<file path="src/rtl/serial_subtractor.sv">
// Bit-serial subtractor: one bit per cycle, LSB first, IDLE/RUN/DONE FSM.
// Define SERIAL_SUBTRACTOR_OVF_EN to add the signed-overflow output o_ovf.
module serial_subtractor #(
  parameter int WIDTH = 8
) (
  input  logic             i_clk,
  input  logic             i_rst,
  input  logic             i_start,
  input  logic [WIDTH-1:0] i_A,
  input  logic [WIDTH-1:0] i_B,
  input  logic             i_Bin,
  output logic [WIDTH-1:0] o_D,
  output logic             o_Bout,
  output logic             o_busy,
  output logic             o_done
`ifdef SERIAL_SUBTRACTOR_OVF_EN
  ,
  output logic             o_ovf
`endif
);

  localparam int CW = $clog2(WIDTH) + 1;

  typedef enum logic [1:0] {
    IDLE,
    RUN,
    DONE
  } state_t;

  state_t state, state_nx;

  logic [WIDTH-1:0] a_q;
  logic [WIDTH-1:0] b_q;
  logic [WIDTH-1:0] res_q;
  logic             bor_q;
  logic [CW-1:0]    cnt_q;

  logic             d;
  logic             bor_nx;
  logic             last;
  logic [WIDTH:0]   cat;

  always_comb begin
    d      = a_q[0] ^ b_q[0] ^ bor_q;
    bor_nx = (~a_q[0] & b_q[0])
           | (~(a_q[0] ^ b_q[0]) & bor_q);
    cat    = {d, res_q};
    last   = (cnt_q == CW'(WIDTH - 1));
  end

  always_ff @(posedge i_clk) begin
    if (i_rst) state <= IDLE;
    else       state <= state_nx;
  end

  always_comb begin
    state_nx = state;
    o_busy   = 1'b0;
    o_done   = 1'b0;
    unique case (state)
      IDLE: begin
        if (i_start) state_nx = RUN;
      end
      RUN: begin
        o_busy = 1'b1;
        if (last) state_nx = DONE;
      end
      DONE: begin
        o_done   = 1'b1;
        state_nx = IDLE;
      end
      default: state_nx = IDLE;
    endcase
  end

  // Operands shift right so bit 0 is always the current bit;
  // on the last bit a_q[0]/b_q[0] are the original MSBs.
  always_ff @(posedge i_clk) begin
    if (i_rst) begin
      a_q    <= '0;
      b_q    <= '0;
      res_q  <= '0;
      bor_q  <= 1'b0;
      cnt_q  <= '0;
      o_D    <= '0;
      o_Bout <= 1'b0;
`ifdef SERIAL_SUBTRACTOR_OVF_EN
      o_ovf  <= 1'b0;
`endif
    end else begin
      case (state)
        IDLE: begin
          if (i_start) begin
            a_q   <= i_A;
            b_q   <= i_B;
            bor_q <= i_Bin;
            cnt_q <= '0;
          end
        end
        RUN: begin
          a_q   <= a_q >> 1;
          b_q   <= b_q >> 1;
          bor_q <= bor_nx;
          res_q <= cat[WIDTH:1];
          cnt_q <= cnt_q + CW'(1);
          if (last) begin
            o_D    <= cat[WIDTH:1];
            o_Bout <= bor_nx;
`ifdef SERIAL_SUBTRACTOR_OVF_EN
            o_ovf  <= (a_q[0] ^ b_q[0]) & (d ^ a_q[0]);
`endif
          end
        end
        default: ;
      endcase
    end
  end

endmodule

</file>
<file path="config.mk">
export PLATFORM = sky130hd
export DESIGN_NAME = serial_subtractor
export DESIGN_NICKNAME = d
export VERILOG_FILES = /design/src/rtl/serial_subtractor.sv
export SDC_FILE = /design/constraint.sdc
export NUM_CORES = 1
export LEC_CHECK = 0
export CORE_MARGIN = 2
export CORE_UTILIZATION = 34
export CTS_BUF_LIST = sky130_fd_sc_hd__clkbuf_8 sky130_fd_sc_hd__clkbuf_16
export DETAILED_ROUTE_END_ITERATION = 10
export PLACE_DENSITY = 0.54
export SLEW_MARGIN = 20
export SYNTH_ARGS = -nofsm -noshare
export SYNTH_HDL_FRONTEND = slang
export SYNTH_SLANG_ARGS = --single-unit
</file>
<file path="constraint.sdc">
create_clock -name i_clk -period 1.3 [get_ports i_clk]
set_input_delay 0.26 -clock i_clk [delete_from_list [all_inputs] [get_ports i_clk]]
set_output_delay 0.26 -clock i_clk [all_outputs]
set_load 0.02 [all_outputs]
</file>
== After elaboration in Yosys (flattened, before gate mapping) ==
Cells that the tools add are included.
Storage, ports and cells
  bits in registers: 40
  output and inout bits: 11
  logic and storage cells: 39
Cells by class
  add/sub/neg operators: 1
  equality and inequality tests: 5
  multiplexer cells: 13
  bitwise logic cells: 7
  reduce and logical (&&, ||, !) cells: 5
Operators with widths (count)
  one-hot mux 8 bit (2 select lines): 2
  2-to-1 mux 8 bit: 2
  one-hot mux 4 bit (2 select lines): 1
  AND reduction 2 bit: 3
  adder 4 x 1 -> 4 bit, second input constant: 1
  equality test 4 x 3 -> 1 bit, second input constant: 1
  2-to-1 mux 2 bit: 2
  2-to-1 mux 4 bit: 1
  inequality test 2 bit, second input constant: 2
  one-hot mux 2 bit (2 select lines): 1
  2-to-1 mux 1 bit: 3
  bitwise AND 1 bit: 2
  equality test 2 x 1 -> 1 bit, second input constant: 1
  equality test 2 bit, second input constant: 1
  zero test 2 bit: 1
  inverter 1 bit: 2
  one-hot mux 1 bit (2 select lines): 1
  nonzero test 2 bit: 1
  XOR 1 bit: 2
  bitwise OR 1 bit: 1

== Depth between registers and ports, before layout ==
Gate-level depths: netlist of the first run.
  word-level depth: 5
  mapped depth: 7
  gate-level depth less buffers: 4

== Worst setup path after synthesis of the first run ==
No wires, ideal clock.
  kind: reg2out
  start point: reg state[1]
  end point: out o_done
  arrival time: 1.177 ns
  data required time: 1.040 ns
  path slack: -0.137 ns
  stages on the path, launching flop included: 4
  path buffers: 2
  cells stage by stage: dfxtp_1 clkbuf_1 buf_2 nor2b_1
On the way
  cells in the longest elaborated chain, start to end: 2
RTL lines
  from (decl): line 30  | state_t state, state_nx;
  from (signal assigned): line 53  | else state <= state_nx;
  equality test 2 bit: line 60  | unique case (state)
  2-to-1 mux 1 bit: line 60
  to (decl): line 15  | output logic o_done
No other way between the ends.

== Final worst setup path of the first run ==
  start point: reg cnt_q[0]
  end point: reg o_D[6]
On the way
  cells in the longest elaborated chain, start to end: 2
RTL lines
  from (decl): line 36  | logic [CW-1:0] cnt_q;
  from (signal assigned): line 105  | cnt_q <= cnt_q + CW'(1);
  equality test 4 x 3 -> 1 bit: line 48  | last = (cnt_q == CW'(WIDTH - 1));
  AND reduction 2 bit (no source line)
  to (signal assigned): line 107  | o_D <= cat[WIDTH:1];
  to (decl): line 12  | output logic [WIDTH-1:0] o_D,
No other way between the ends.
A chain may end at the register's enable or synchronous reset.

==> flow_metrics.py, run 1 <==
metrics = {
    "synthesis": {
        "yosys-top-cells-count": "40 x a21oi_1, 39 x dfxtp_1, 26 x nor2_1",
        "synthTopCellsByArea": "dfxtp_1 43%, a21oi_1 11%, o221a_2 6.2%",
        "syn_area_um2": 1820,
        "netlist_instances": 221,
        "synth_top_area_cell": "dfxtp_1",
        "synth-edff-count": 0,
        "yosys_warnings": 0,
        "syn_nets": 243,
        "ys_ff_latch": 39,
        "synth_cell_types": 33,
        "yosysMostFrequentCell": "a21oi_1",
        "yosysTopAreaCellShare": 0.429,
        "ys_seq_area_frac": 0.429,
        "syn_avg_cell_area_um2": 8.23,
        "synthArstFlopShare": 0,
        "synth_top_flop_cell": "dfxtp_1",
    },
    "cts": {
        "clk_pin_slew_ps": 80,
        "cts_max_level": 2,
        "hold_buffers": 0,
        "root_buffer": "clkbuf_8",
        "cts-buffers-inserted": 5,
        "cts_max_path_buffers": 2,
        "clock_sinks": 39,
        "cts_tree": "done",
        "clkLatencyLatePin_ps": 290,
    },
    "power": {
        "p_per_area_nw_per_um2": 1120,
        "internal-power_mw": 2.22,
        "p_total_mw": 2.88,
        "peakVddDrop_mv": 0.783,
        "p_switching_mw": 0.666,
        "power_frac_seq": 0.449,
        "power_frac_comb": 0.138,
        "p_sw_frac": 0.231,
        "pwr-share-clk": 0.414,
        "p_leak_nw": 1.03,
    },
    "global_routing": {
        "grt_use_total": 0.147,
        "grt_pass1_vias": 1570,
        "grt_first_pass_wirelength_mm": 7.25,
        "overflow": 0,
        "grt_max_degree": 29,
        "grt_antenna_before_repair": 0,
    },
    "placed_design": {
        "gp_congestion": 0.730,
        "io_buffers": 30,
        "pre_cts_ws_ps": -358,
        "place_hpwl_mm": 2.83,
    },
    "timing": {
        "rsz0062_at_grt": "true",
        "fmax_mhz": 793,
        "fin_skew_ps": 6.68,
        "slew_headroom": 0.814,
        "min_period_ps": 1260,
        "worst_slew_pin_slew_ps": 278,
        "fin_crit_sh": 0.970,
        "worst_slack_ps": 39.3,
        "finalSetupViolCount": 0,
        "hold_viol": 0,
        "timing.setup.tns_ps": 0,
        "drv_slew": 0,
    },
    "setup_path": {
        "critical_path.max_fanout": 7,
        "critPathCaptureType": "register",
        "slowest_stage": "dfxtp_2",
        "start_kind": "register",
        "worstPathRequired_ps": 1530,
        "worstPathArrival_ps": 1490,
        "path_cells": "ha_4 -> and3b_2 -> buf_6 -> a21bo_2 -> a21oi_2",
        "slowest_delay_ps": 340,
        "crit_buf_inv": 1,
        "setup.worst_path.class": "reg2reg",
        "crit_family": "flip-flops",
    },
    "drt": {
        "drt-total-wl_mm": 4.38,
        "drtAntennaViolNets": 0,
        "wl_per_cell_um": 13.2,
        "drt_iter0_drc": 96,
        "dr_total_vias": 1665,
        "viasPerCell": 5.02,
        "drc": 0,
        "drt_pass1_iterations": 4,
    },
    "min_path": {
        "hp-class": "reg2reg",
    },
    "floorplan": {
        "coreArea_um2": 5140,
        "die_w_um": 77.2,
        "rows": 26,
        "pin_count": 31,
        "die_area_um2": 5950,
        "die_y_um": 77.2,
        "initial_core_util": 0.354,
    },
    "layout": {
        "final_util": 0.503,
        "diodes": 0,
        "area_growth_pct": 42.2,
        "drive_gt1_frac": 0.279,
        "final_nets": 283,
    },
    "outcome": {
        "outcome": "finished, final reports clean",
    },
    "job": {
        "maxCapViolCount": 0,
    },
}
final timing paths:
kind,start,to,slack (ps),cells after the start
min reg2reg,res_q[1],res_q[1],460,2
min,res_q[1],res_q[1],460,2
max,cnt_q[0],o_D[6],40,5
max reg2reg,cnt_q[0],o_D[6],40,5
logic make-up (layout without fill, tap and decap cells):
| logic type | after synthesis | in the layout | share of synthesized area |
|---|---|---|---|
| flip-flops | 39 | 39 | 0.429 |
| AO/OA/AOI/OAI | 76 | 76 | 0.290 |
| adder cells (fa/ha/maj) | 2 | 2 | 0.0179 |
| buffers and inverters | 32 | 73 | 0.0777 |
| AND/OR/NAND/NOR | 71 | 71 | 0.180 |
| multiplexers | 1 | 1 | 0.00550 |
registers in the layout, indices dropped and copies added, names as in the netlist:
register,count
bor_q,1
b_q,8
res_q,7
cnt_q,4
o_D,8
a_q,8
state,2
o_Bout,1
power groups by stage:
stage / Clock (mW) / Combinational, mW / Sequential [mW]
6_report: 1.19 / 0.397 / 1.29
3_5_place_dp: 0 / 0.364 / 1.32
2_1_floorplan: 0 / 0.213 / 1.31
3_3_place_gp: 0 / 0.363 / 1.32
4_1_cts: 1.22 / 0.379 / 1.29
5_1_grt: 1.27 / 0.436 / 1.30
stage by stage:
step | cells | cell area, um^2 | hold slack (ps)
2_1_floorplan | 221 | 1820 | 421
3_3_place_gp | 322 | 2290 | 444
3_5_place_dp | 322 | 2290 | 455
4_1_cts | 330 | 2450 | 467
5_1_grt | 332 | 2590 | 504
6_report | 332 | 2590 | 463
what timing repair did:
action / CTS / global route
pin swaps: 0 / 8
buffers inserted: 0 / 1
cloned: 0 / 1
gates resized for setup: 31 / 29
endpoints found under the setup margin: 18 / 19
layout by cell type, fill, tap and decap left out, drive strengths merged:
master         count
clkdlybuf4s50     18
o221a             10
or3                1
fa                 1
buf               23
and2               1
nand2b             2
clkbuf             6
dlygate4sd2        9
a21oi             40
nand3             10
nor2              26
or2                1
nor3b              1
mux2i              1
a22oi              1
o21ai              1
bufinv             2
inv               14
dlymetal6s2s       1
nand2             18
ha                 1
nor2b             10
a221o              1
a31oi              1
o22ai              7
o21bai             1
and3b              1
a2111oi            4
a211oi             2
a21bo              8
dfxtp             39
per-layer routing:
metal	wire, um	vias to the layer above	part of all wire	global-route usage
met1	2190	792	0.50	0.196
met5	0	-	0	0
met4	15	0	0.0034	0.0339
met3	140	2	0.032	0.0388
met2	2040	22	0.47	0.236
li1	-	849	-	-
worst min-delay path, stage by stage (launching register included):
cell and delay (ps):
dfxtp_1 310, nand2_1 50, a21oi_1 60
area by class of cell:
class,count,area (um^2)
fill,541,2550
multi-input combinational,150,976
sequential,39,790
timing repair buffer,52,549
tap,70,87.6
clock buffer,5,68.8
clock inverter,3,63.8
inverter,13,51.3
Note: power is estimated with default switching activity, not from simulation.
==> run 2, diff against run 1 <==
--- a/config.mk
+++ b/config.mk
@@ -10,7 +10,7 @@
 export CTS_BUF_LIST = sky130_fd_sc_hd__clkbuf_8 sky130_fd_sc_hd__clkbuf_16
 export DETAILED_ROUTE_END_ITERATION = 10
 export PLACE_DENSITY = 0.54
-export SLEW_MARGIN = 20
+export SLEW_MARGIN = 10
 export SYNTH_ARGS = -nofsm -noshare
 export SYNTH_HDL_FRONTEND = slang
 export SYNTH_SLANG_ARGS = --single-unit
==> constraint.sdc (replaced) <==
create_clock -name i_clk -period 1.3 [get_ports i_clk]
set_input_delay 0.26 -clock i_clk [delete_from_list [all_inputs] [get_ports i_clk]]
set_output_delay 0.26 -clock i_clk [all_outputs]
set_load 0.05 [all_outputs]
==> run 2 against run 1 <==
  * The run now ends with negative setup slack left
  * Hold slack lost 5.4 ps
  * Routed wire length grew 5.3%
  * Setup slack lost 70 ps
  * Clock skew shrank 1.5 ps
  * Clock power shrank 11%
  * Die area is the same
  * Utilization grew 2.9 points
  * Flip-flop and latch count is the same
  * Sequential share of layout area shrank 1.5 points
  * First-iteration DRC count shrank 23%
  * Critical path type is now reg2out
  * Largest cell class unchanged
  * Largest power group unchanged
==> flow_metrics.py, run 2 (synthesis results as in run 1) <==
metrics = {
    "timing": {
        "fin_crit_sh": 1.02,
        "fmax_mhz": 751,
        "drv_slew": 0,
        "min_period_ps": 1330,
        "slew_headroom": 0.796,
        "fin_worst_hold_slack_ps": 458,
        "worst_slew_pin_slew_ps": 306,
        "fin_skew_ps": 5.16,
        "rsz0062_at_grt": "true",
        "timing.setup.tns_ps": -59.9,
        "hold_viol": 0,
        "finalSetupViolCount": 2,
        "worst_slack_ps": -31.0,
    },
    "power": {
        "p_per_area_nw_per_um2": 1020,
        "p_total_mw": 2.78,
        "p_leak_nw": 1.08,
        "peakVddDrop_mv": 0.588,
    },
    "cts": {
        "clkLatencyLatePin_ps": 290,
        "clock_sinks": 39,
        "cts_max_level": 2,
        "root_buffer": "clkbuf_8",
        "hold_buffers": 0,
        "cts_tree": "done",
        "clk_pin_slew_ps": 80,
        "cts_max_path_buffers": 2,
        "cts-buffers-inserted": 5,
    },
    "global_routing": {
        "grt_antenna_before_repair": 0,
        "grt_pass1_vias": 1728,
        "grt_max_degree": 26,
        "grt_use_total": 0.167,
        "overflow": 0,
        "grt_first_pass_wirelength_mm": 8.13,
    },
    "setup_path": {
        "worstPathArrival_ps": 1070,
        "critical_path.max_fanout": 5,
        "setup.worst_path.class": "reg2out",
        "worstPathRequired_ps": 1040,
        "r2r_slack_ps": 30,
        "critPathCaptureType": "output port",
        "r2r_cells": 4,
        "start_kind": "register",
    },
    "placed_design": {
        "gp_congestion": 0.807,
        "dpl-instance-area_um2": 2450,
        "io_buffers": 30,
        "dp.cells": 328,
        "place_hpwl_mm": 3.02,
        "pre_cts_ws_ps": -271,
    },
    "drt": {
        "wl_per_cell_um": 13.4,
        "dr_wl_met3_um": 172,
        "wl_met1_mm": 2.28,
        "viasPerCell": 4.94,
        "dr_total_vias": 1694,
        "top_layer_used": "met4",
        "drc": 0,
        "drt_pass1_iterations": 4,
        "drt-total-wl_mm": 4.61,
        "drtAntennaViolNets": 0,
        "met2RoutedLength_mm": 2.09,
        "drt_iter0_drc": 74,
    },
    "layout": {
        "largestRegisters": "a_q x8, b_q x8, o_D x8",
        "drive_gt1_frac": 0.344,
        "instances_no_fill": 343,
        "area_growth_pct": 50.3,
        "final_util": 0.532,
        "stdcell_area_um2": 2730,
        "mostFrequentLayoutCells": "34 x a21oi_1, 32 x dfxtp_1, 26 x nor2_1",
        "final_common_cell": "a21oi_1",
        "diodes": 0,
        "final_nets": 294,
    },
    "floorplan": {
        "rows": 26,
        "coreArea_um2": 5140,
        "die_w_um": 77.2,
        "pin_count": 31,
        "die_area_um2": 5950,
        "initial_core_util": 0.354,
        "die_y_um": 77.2,
    },
    "min_path": {
        "hold_depth": 2,
        "hp-class": "reg2reg",
    },
    "job": {
        "maxCapViolCount": 0,
    },
    "outcome": {
        "outcome": "complete, but fails checks",
        "violations": "negative setup slack",
    },
}
-- run 2: cell types whose count changed in the layout (fill, tap and decap cells not counted), moves of 2 or more --
cell,delta
nand3_1,+2
dlygate4sd2_1,-9
buf_12,+9
buf_4,+9
nand3_2,-2
dfxtp_1,-2
-- run 2: cell type report --
type                       instances  area [um^2]
fill                             512         2410
sequential                        39          795
clock inverter                     2         35.0
clock buffer                       6         82.6
inverter                          13         51.3
multi-input combinational        150          958
tap                               70         87.6
timing repair buffer              63          724
-- run 2: worst max-delay path, cell delays in order (launching register included) --
cell	delay, ps
dfxtp_4	390
buf_8	100
nor2b_4	150
buf_12	140
-- run 2: per-layer routing --
| layer | vias to the layer above | global-route usage |
|---|---|---|
| met5 | - | 0 |
| met3 | 7 | 0.0412 |
| li1 | 877 | - |
| met4 | 0 | 0.0625 |
| met2 | 27 | 0.259 |
| met1 | 783 | 0.224 |
-- run 2: worst paths after layout --
check / from / endpoint
setup reg to reg: state[1] / a_q[2]
hold reg to reg: res_q[1] / res_q[1]
setup / recovery: state[1] / o_done
hold / removal: res_q[1] / res_q[1]
-- run 2: where the power goes --
part | leakage, nW | internal (mW) | switching, mW | total (mW)
registers | 0.322 | 1.25 | 0.0451 | 1.29
clock network | 0.0612 | 0.621 | 0.435 | 1.06
logic | 0.696 | 0.231 | 0.195 | 0.426
total | 1.08 | 2.10 | 0.676 | 2.78
-- run 2: what timing repair did --
item                                    in CTS  in global routing
gates resized for setup                     11                 26
endpoints found under the setup margin       5                 19
pin swaps                                    1                  6
buffers inserted                             6                  0
cloned                                       1                  0
